### src/rtl/edp_slice.sv
// EBOX data-path slice: AR/ARX/BR/BRX/MQ, AD adder/logic unit with slice carry
// lookahead, parity-protected fast-memory bank and a registered EBUS/diag port.
module edp_slice #(
    parameter int W           = 6,
    parameter int FM_ADR_BITS = 7
) (
    input  logic                   clk_edp_h,
    input  logic                   edp_reset_l,
    input  logic [3:0]             cram_ad_sel_h,
    input  logic [1:0]             cram_ada_sel_h,
    input  logic [1:0]             cram_adb_sel_h,
    input  logic [W-1:0]           cram_nr_h,
    input  logic                   ad_cry_in_h,
    input  logic                   ctl_arr_load_h,
    input  logic                   ctl_arr_clr_h,
    input  logic [1:0]             ctl_arr_sel_h,
    input  logic                   ctl_arx_load_h,
    input  logic [1:0]             ctl_arxr_sel_h,
    input  logic                   cram_br_load_h,
    input  logic                   cram_brx_load_h,
    input  logic [1:0]             ctl_mq_sel_h,
    input  logic                   mq_left_in_h,
    input  logic                   mq_right_in_h,
    input  logic [W-1:0]           cache_data_h,
    input  logic [W-1:0]           sh_h,
    input  logic [W-1:0]           armm_h,
    input  logic [FM_ADR_BITS-1:0] apr_fm_adr_h,
    input  logic                   con_fm_write_l,
    input  logic                   diag_fm_par_inv_h,
    input  logic                   ctl_fm_par_clr_h,
    input  logic                   ctl_ad_to_ebus_h,
    input  logic                   diag_read_func_h,
    input  logic [2:0]             diag_sel_h,
    output logic [W-1:0]           ar_h,
    output logic [W-1:0]           arx_h,
    output logic [W-1:0]           br_h,
    output logic [W-1:0]           brx_h,
    output logic [W-1:0]           mq_h,
    output logic [W-1:0]           ad_h,
    output logic                   ad_cry_out_h,
    output logic                   ad_cg_h,
    output logic                   ad_cp_h,
    output logic                   ad_eq0_l,
    output logic [W-1:0]           fm_q_h,
    output logic                   edp_fm_parity_h,
    output logic                   edp_fm_par_err_h,
    output logic [W-1:0]           ebus_d_h
);
    localparam int FM_WORDS = 1 << FM_ADR_BITS;

    logic [W-1:0] ar_q, ar_d, arx_q, arx_d, br_q, br_d, brx_q, brx_d, mq_q, mq_d;
    logic [W-1:0] fm_q_q, fm_q_d, ebus_q, ebus_d;
    logic         fm_par_q, fm_par_d, fm_vld_q, fm_vld_d, par_err_q, par_err_d;
    logic [W-1:0] fm_mem [FM_WORDS];
    logic         fm_par_mem [FM_WORDS];
    logic [FM_WORDS-1:0] fm_written_q;

    logic [W-1:0] a_op, b_op, b_arith, ad;
    logic [W:0]   raw, sum;
    logic         arith, fm_wr, wr_par;

    always_comb begin
        a_op    = '0;
        b_op    = '0;
        b_arith = '0;
        arith   = 1'b0;
        ad      = '0;
        unique case (cram_ada_sel_h)
            2'd0:    a_op = ar_q;
            2'd1:    a_op = arx_q;
            2'd2:    a_op = mq_q;
            default: a_op = '0;
        endcase
        unique case (cram_adb_sel_h)
            2'd0:    b_op = br_q;
            2'd1:    b_op = brx_q;
            2'd2:    b_op = fm_q_q;
            default: b_op = cram_nr_h;
        endcase
        case (cram_ad_sel_h)
            4'd0: begin b_arith = b_op;  arith = 1'b1; end
            4'd1: begin b_arith = ~b_op; arith = 1'b1; end
            4'd8: begin b_arith = '0;    arith = 1'b1; end
            4'd9: begin b_arith = '1;    arith = 1'b1; end
            default: arith = 1'b0;
        endcase
        // raw excludes carry-in so it yields the slice generate/propagate terms
        raw = {1'b0, a_op} + {1'b0, b_arith};
        sum = raw + {{W{1'b0}}, ad_cry_in_h};
        case (cram_ad_sel_h)
            4'd2:    ad = a_op & b_op;
            4'd3:    ad = a_op | b_op;
            4'd4:    ad = a_op ^ b_op;
            4'd6:    ad = b_op;
            4'd7:    ad = ~a_op;
            default: ad = arith ? sum[W-1:0] : a_op;
        endcase
    end

    assign ad_h         = ad;
    assign ad_cry_out_h = arith & sum[W];
    assign ad_cg_h      = arith & raw[W];
    assign ad_cp_h      = arith & (raw == {1'b0, {W{1'b1}}});
    assign ad_eq0_l     = |ad;

    always_comb begin
        ar_d  = ar_q;
        arx_d = arx_q;
        br_d  = cram_br_load_h  ? ar_q  : br_q;
        brx_d = cram_brx_load_h ? arx_q : brx_q;
        mq_d  = mq_q;
        if (ctl_arr_clr_h) begin
            ar_d = '0;
        end else if (ctl_arr_load_h) begin
            unique case (ctl_arr_sel_h)
                2'd0:    ar_d = ad;
                2'd1:    ar_d = cache_data_h;
                2'd2:    ar_d = sh_h;
                default: ar_d = armm_h;
            endcase
        end
        if (ctl_arx_load_h) begin
            unique case (ctl_arxr_sel_h)
                2'd0:    arx_d = ad;
                2'd1:    arx_d = cache_data_h;
                2'd2:    arx_d = sh_h;
                default: arx_d = ar_q;
            endcase
        end
        unique case (ctl_mq_sel_h)
            2'd0:    mq_d = mq_q;
            2'd1:    mq_d = ad;
            2'd2:    mq_d = {mq_q[W-2:0], mq_left_in_h};
            default: mq_d = {mq_right_in_h, mq_q[W-1:1]};
        endcase
    end

    // A write always targets the read address, so a write bypasses the array.
    always_comb begin
        fm_wr     = ~con_fm_write_l;
        wr_par    = (^ar_q) ^ diag_fm_par_inv_h;
        fm_q_d    = fm_wr ? ar_q   : fm_mem[apr_fm_adr_h];
        fm_par_d  = fm_wr ? wr_par : fm_par_mem[apr_fm_adr_h];
        fm_vld_d  = fm_wr | fm_written_q[apr_fm_adr_h];
        par_err_d = ctl_fm_par_clr_h ? 1'b0
                  : (par_err_q | (fm_vld_q & ((^fm_q_q) != fm_par_q)));
        ebus_d    = '0;
        if (ctl_ad_to_ebus_h) begin
            ebus_d = ad;
        end else if (diag_read_func_h) begin
            unique case (diag_sel_h)
                3'd0: ebus_d = ar_q;
                3'd1: ebus_d = arx_q;
                3'd2: ebus_d = br_q;
                3'd3: ebus_d = brx_q;
                3'd4: ebus_d = mq_q;
                3'd5: ebus_d = fm_q_q;
                3'd6: begin
                    ebus_d    = '0;
                    ebus_d[1] = fm_par_q;
                    ebus_d[0] = par_err_q;
                end
                default: ebus_d = '0;
            endcase
        end
    end

    always_ff @(posedge clk_edp_h) begin
        if (fm_wr) begin
            fm_mem[apr_fm_adr_h]     <= ar_q;
            fm_par_mem[apr_fm_adr_h] <= wr_par;
        end
    end

    always_ff @(posedge clk_edp_h or negedge edp_reset_l) begin
        if (!edp_reset_l) begin
            ar_q         <= '0;
            arx_q        <= '0;
            br_q         <= '0;
            brx_q        <= '0;
            mq_q         <= '0;
            fm_q_q       <= '0;
            fm_par_q     <= 1'b0;
            fm_vld_q     <= 1'b0;
            par_err_q    <= 1'b0;
            ebus_q       <= '0;
            fm_written_q <= '0;
        end else begin
            ar_q      <= ar_d;
            arx_q     <= arx_d;
            br_q      <= br_d;
            brx_q     <= brx_d;
            mq_q      <= mq_d;
            fm_q_q    <= fm_q_d;
            fm_par_q  <= fm_par_d;
            fm_vld_q  <= fm_vld_d;
            par_err_q <= par_err_d;
            ebus_q    <= ebus_d;
            if (fm_wr) begin
                fm_written_q[apr_fm_adr_h] <= 1'b1;
            end
        end
    end

    assign ar_h             = ar_q;
    assign arx_h            = arx_q;
    assign br_h             = br_q;
    assign brx_h            = brx_q;
    assign mq_h             = mq_q;
    assign fm_q_h           = fm_q_q;
    assign edp_fm_parity_h  = fm_par_q;
    assign edp_fm_par_err_h = par_err_q;
    assign ebus_d_h         = ebus_q;
endmodule

### config.mk
export PLATFORM = sky130hd
export DESIGN_NAME = edp_slice
export DESIGN_NICKNAME = d
export VERILOG_FILES = /design/src/rtl/edp_slice.sv
export SDC_FILE = /design/constraint.sdc
export NUM_CORES = 1
export LEC_CHECK = 0
export ABC_AREA = 1
export BUFFER_PORTS_ARGS = -buffer_cell sky130_fd_sc_hd__buf_4
export CAP_MARGIN = 20
export CORE_UTILIZATION = 45
export CTS_CLUSTER_DIAMETER = 200
export DETAILED_ROUTE_END_ITERATION = 7
export PLACE_DENSITY = 0.66
export SLEW_MARGIN = 20
export SYNTH_ARGS = -nofsm -noshare
export SYNTH_HDL_FRONTEND = slang
export SYNTH_SLANG_ARGS = --single-unit
### constraint.sdc
create_clock -name clk_edp_h -period 20 [get_ports clk_edp_h]
set_input_delay 1 -clock clk_edp_h [delete_from_list [all_inputs] [get_ports clk_edp_h]]
set_output_delay 1 -clock clk_edp_h [all_outputs]
set_load 0.005 [all_outputs]
==> results.md <==
* Status: complete, no violations
* Vias in the first global route at 31.5k
* Clock power frac at roughly 40%
* Drt via density at about 5.4
* # DRC at 0
* CP required at 20,310 ps
* Maximum vdd drop at 0.0000647 V
* Area added between synthesis and finish at 11.5%
* Net Sw Power at 1.25 mW
* Number of buffers created by CTS at 108
* DR pass1 iterations at 6
* DIE WIDTH at ~320 um
* Final Worst Setup Slack at 14,710 ps
* Seq/Total Area, Yosys at 67.3%
* I/O Buffers at 116
* Clk_lat worst skew at a little under 700 ps
* Cell Rows at 117
* Setup Total Neg Slack at 0 ps
* Post-route design area at 51,700 um2
* Pin count of the biggest net entering global routing at 123
* Remaining global-route overflow at 0
* Number of synthesized register bits at 1,069
* CTS tree: built
* CORE AREA at 102,000 um2
* Final hold violations at 0
* H-tree depth at 3
* Fmax at approximately 190 MHz
* Routed Antenna Nets at 0
* Total track usage at 25.4%
* Post-DP HPWL at 81,000 um
* Startpoint type of the worst setup path: primary input
* Sw Share at 24.6%
* Initial antenna violation count at 3
* Pwr/cell area at 97.8 nW/um2
* Logic pwr share at 9.6%
* Setup Buffers After CTS at 0
* Int Pwr at 3.81 mW
* Placed cell area at 48,200 um2
* Total length of routed wires at 132,000 um
* Final Max Slew Viols at 0
* Hold crit path type: in -> async
* Die H at 323 um
* Reg area at between 30,000 and 40,000 um2
* Initial DRC Count at about 3.8k
* Crit path DAT at 5600 ps
* Synth Cell Area at 46,400 um2
* Mapped Nets at 4,732
* Pleak at 21.2 nW
* Overall Power at 5.06 mW
* Starting Density at 45.5%
* Worst-margin pin slew at 1110 ps
* Clock Path Buffers at 3
* CTS Sinks at approximately 1.1k
* Die footprint at 104,000 um2
* Vias at 33.3k
* Fin crit share at 26.5%
* Slowest CP cell: nand2_2
* PostCTS Resize Cnt at 0
* Placed Cells at just under 6k
* Worst path max stage delay at 930 ps
* Delay-heaviest family, CP: buffers and inverters
* Skew final at approximately 39 ps
* Drt wl/cell at 21.5 um
* Syn Inst Count at 4,646
* Worst path bufs/invs at 4
* Setup crit end kind: flop
* Fillers at 9,078
* Crit path kind: in -> reg
* Slew Limit Headroom at 25.9%
* Hold buffer count at CTS at 0
* Max_cap viols at 0
* Multi-input combinational cell area at 13,200 um2
* Final Util at about half
* Final net count at 4,782
* WHS at about 280 ps
* Final setup fails at 0
* Synthesized area per cell at roughly 10 um2
* I/O pin total at 117
* Worst path cell trace: buf_8 -> clkinv_8 -> buf_4 -> nand3_2 -> inv_2 -> nand2_2 -> nor2_1
* Crit Path Max Fanout at about 120
* Yosys warns at 0
* GPL Wtd Cong at 0.966
* RSZ-0062 raised after global routing: false
* Ratio of cells with drive above 1 in the final layout at roughly 8.5%
* Clk slew on worst S/H paths at approximately 70 ps
* Tmin final at 5290 ps
* Root buf cell: clkbuf_16
* Final std cells w/o fill at 6,154
* Global-route wire length before repair at between 150,000 and 200,000 um
* Dpl ws at 14,070 ps
* Unique cell type count in the Yosys netlist at 41
* Register share of total power at 50.8%
[cells by family (layout without fill, tap and decap cells)]
logic type               Yosys count  in the layout  share of synthesized area [%]
AND/OR/NAND/NOR                 2568           2568                           21.6
other                              0              1                              0
XOR/XNOR                          11             11                          0.208
AO/OA/AOI/OAI                    521            521                           5.91
flip-flops                      1069           1069                           67.3
buffers and inverters            454            593                           4.31
adder cells (fa/ha/maj)           23             23                          0.637
[area by class of cell]
cell class	count	share of cell area, %
flip-flops and latches	1069	60.4
multi-input cells	3123	25.5
clock buffers	151	5.85
well taps	1368	3.31
repair buffers	156	2.30
inverters	238	1.76
clock inverters	48	0.914
diodes	1	0.00484
[power groups by stage]
stage | combinational (mW) | clock, mW | sequential (mW)
after floorplan | 0.248 | 0 | 2.63
after global placement | 0.475 | 0 | 2.62
after detailed placement | 0.482 | 0 | 2.62
after CTS | 0.483 | 2.02 | 2.57
after global routing | 0.529 | 2.11 | 2.58
final | 0.485 | 2.00 | 2.57
[cells in the mapped netlist, drive strengths merged]
cell / n / area [um2]
a31oi: 1 / 6.26
nor2: 307 / 1160
nand4: 17 / 106
buf: 165 / 912
nand2: 2104 / 7910
o31ai: 2 / 15.0
clkinv: 1 / 3.75
a22oi: 13 / 97.6
inv: 237 / 892
a21boi: 1 / 7.51
o21ai: 238 / 1190
xor2: 3 / 26.3
dfrtp: 173 / 4330
nand3b: 4 / 30.0
a21oi: 209 / 1050
o22ai: 50 / 319
or2: 59 / 369
ha: 22 / 275
fa: 1 / 20.0
clkbuf: 51 / 193
nand3: 68 / 393
o211ai: 6 / 45.0
nor3: 9 / 45.0
edfxtp: 896 / 26900
o221ai: 1 / 8.76
xnor2: 8 / 70.1
[state kept, by name, summed over array words and instances, names as in the netlist]
register / cells
fm_mem: 768
fm_par_mem: 128
fm_written_q: 128
ar_h: 6
arx_h: 6
br_h: 6
brx_h: 6
ebus_d_h: 6
fm_q_h: 6
mq_h: 6
edp_fm_par_err_h: 1
edp_fm_parity_h: 1
fm_vld_q: 1
[final timing paths]
check / cells after the start / slack, ps / startpoint / endpoint
max in group asynchronous: 3 / 17500 / edp_reset_l / fm_written_q[117]
min in group clk_edp_h: 2 / 450 / fm_written_q[108] / fm_written_q[108]
worst max register to register: 6 / 16380 / ar_h[5] / fm_par_mem[101]
worst min-delay path: 1 / 280 / edp_reset_l / ebus_d_h[1]
worst min register to register: 2 / 450 / fm_written_q[108] / fm_written_q[108]
worst max-delay path: 7 / 14710 / apr_fm_adr_h[0] / fm_mem[24][5]
[metal layers]
| metal | up-vias | GRT usage (%) | share of wire [%] |
|---|---|---|---|
| li1 | 15404 | - | - |
| met1 | 16026 | 35.3 | 41 |
| met2 | 1605 | 39.1 | 45 |
| met3 | 268 | 5.12 | 10 |
| met4 | 2 | 10.3 | 3.8 |
| met5 | - | 0 | 0.0091 |
[placed cells by master (no fill, tap or decap), types with 7 or more instances in the layout]
cell type,count
nand2_1,2094
nand4_1,17
o21ai_0,233
a22oi_1,13
clkinv_1,14
o22ai_1,49
or2_2,55
nand2_2,10
xnor2_1,7
clkinv_2,22
clkbuf_1,29
buf_4,153
nor3_1,9
inv_1,228
nand3_1,62
dfrtp_1,167
nor2_1,302
edfxtp_1,896
clkbuf_8,13
ha_1,22
clkbuf_16,110
bufinv_16,9
a21oi_1,209
No activity file was read; power rests on OpenSTA's default activity.
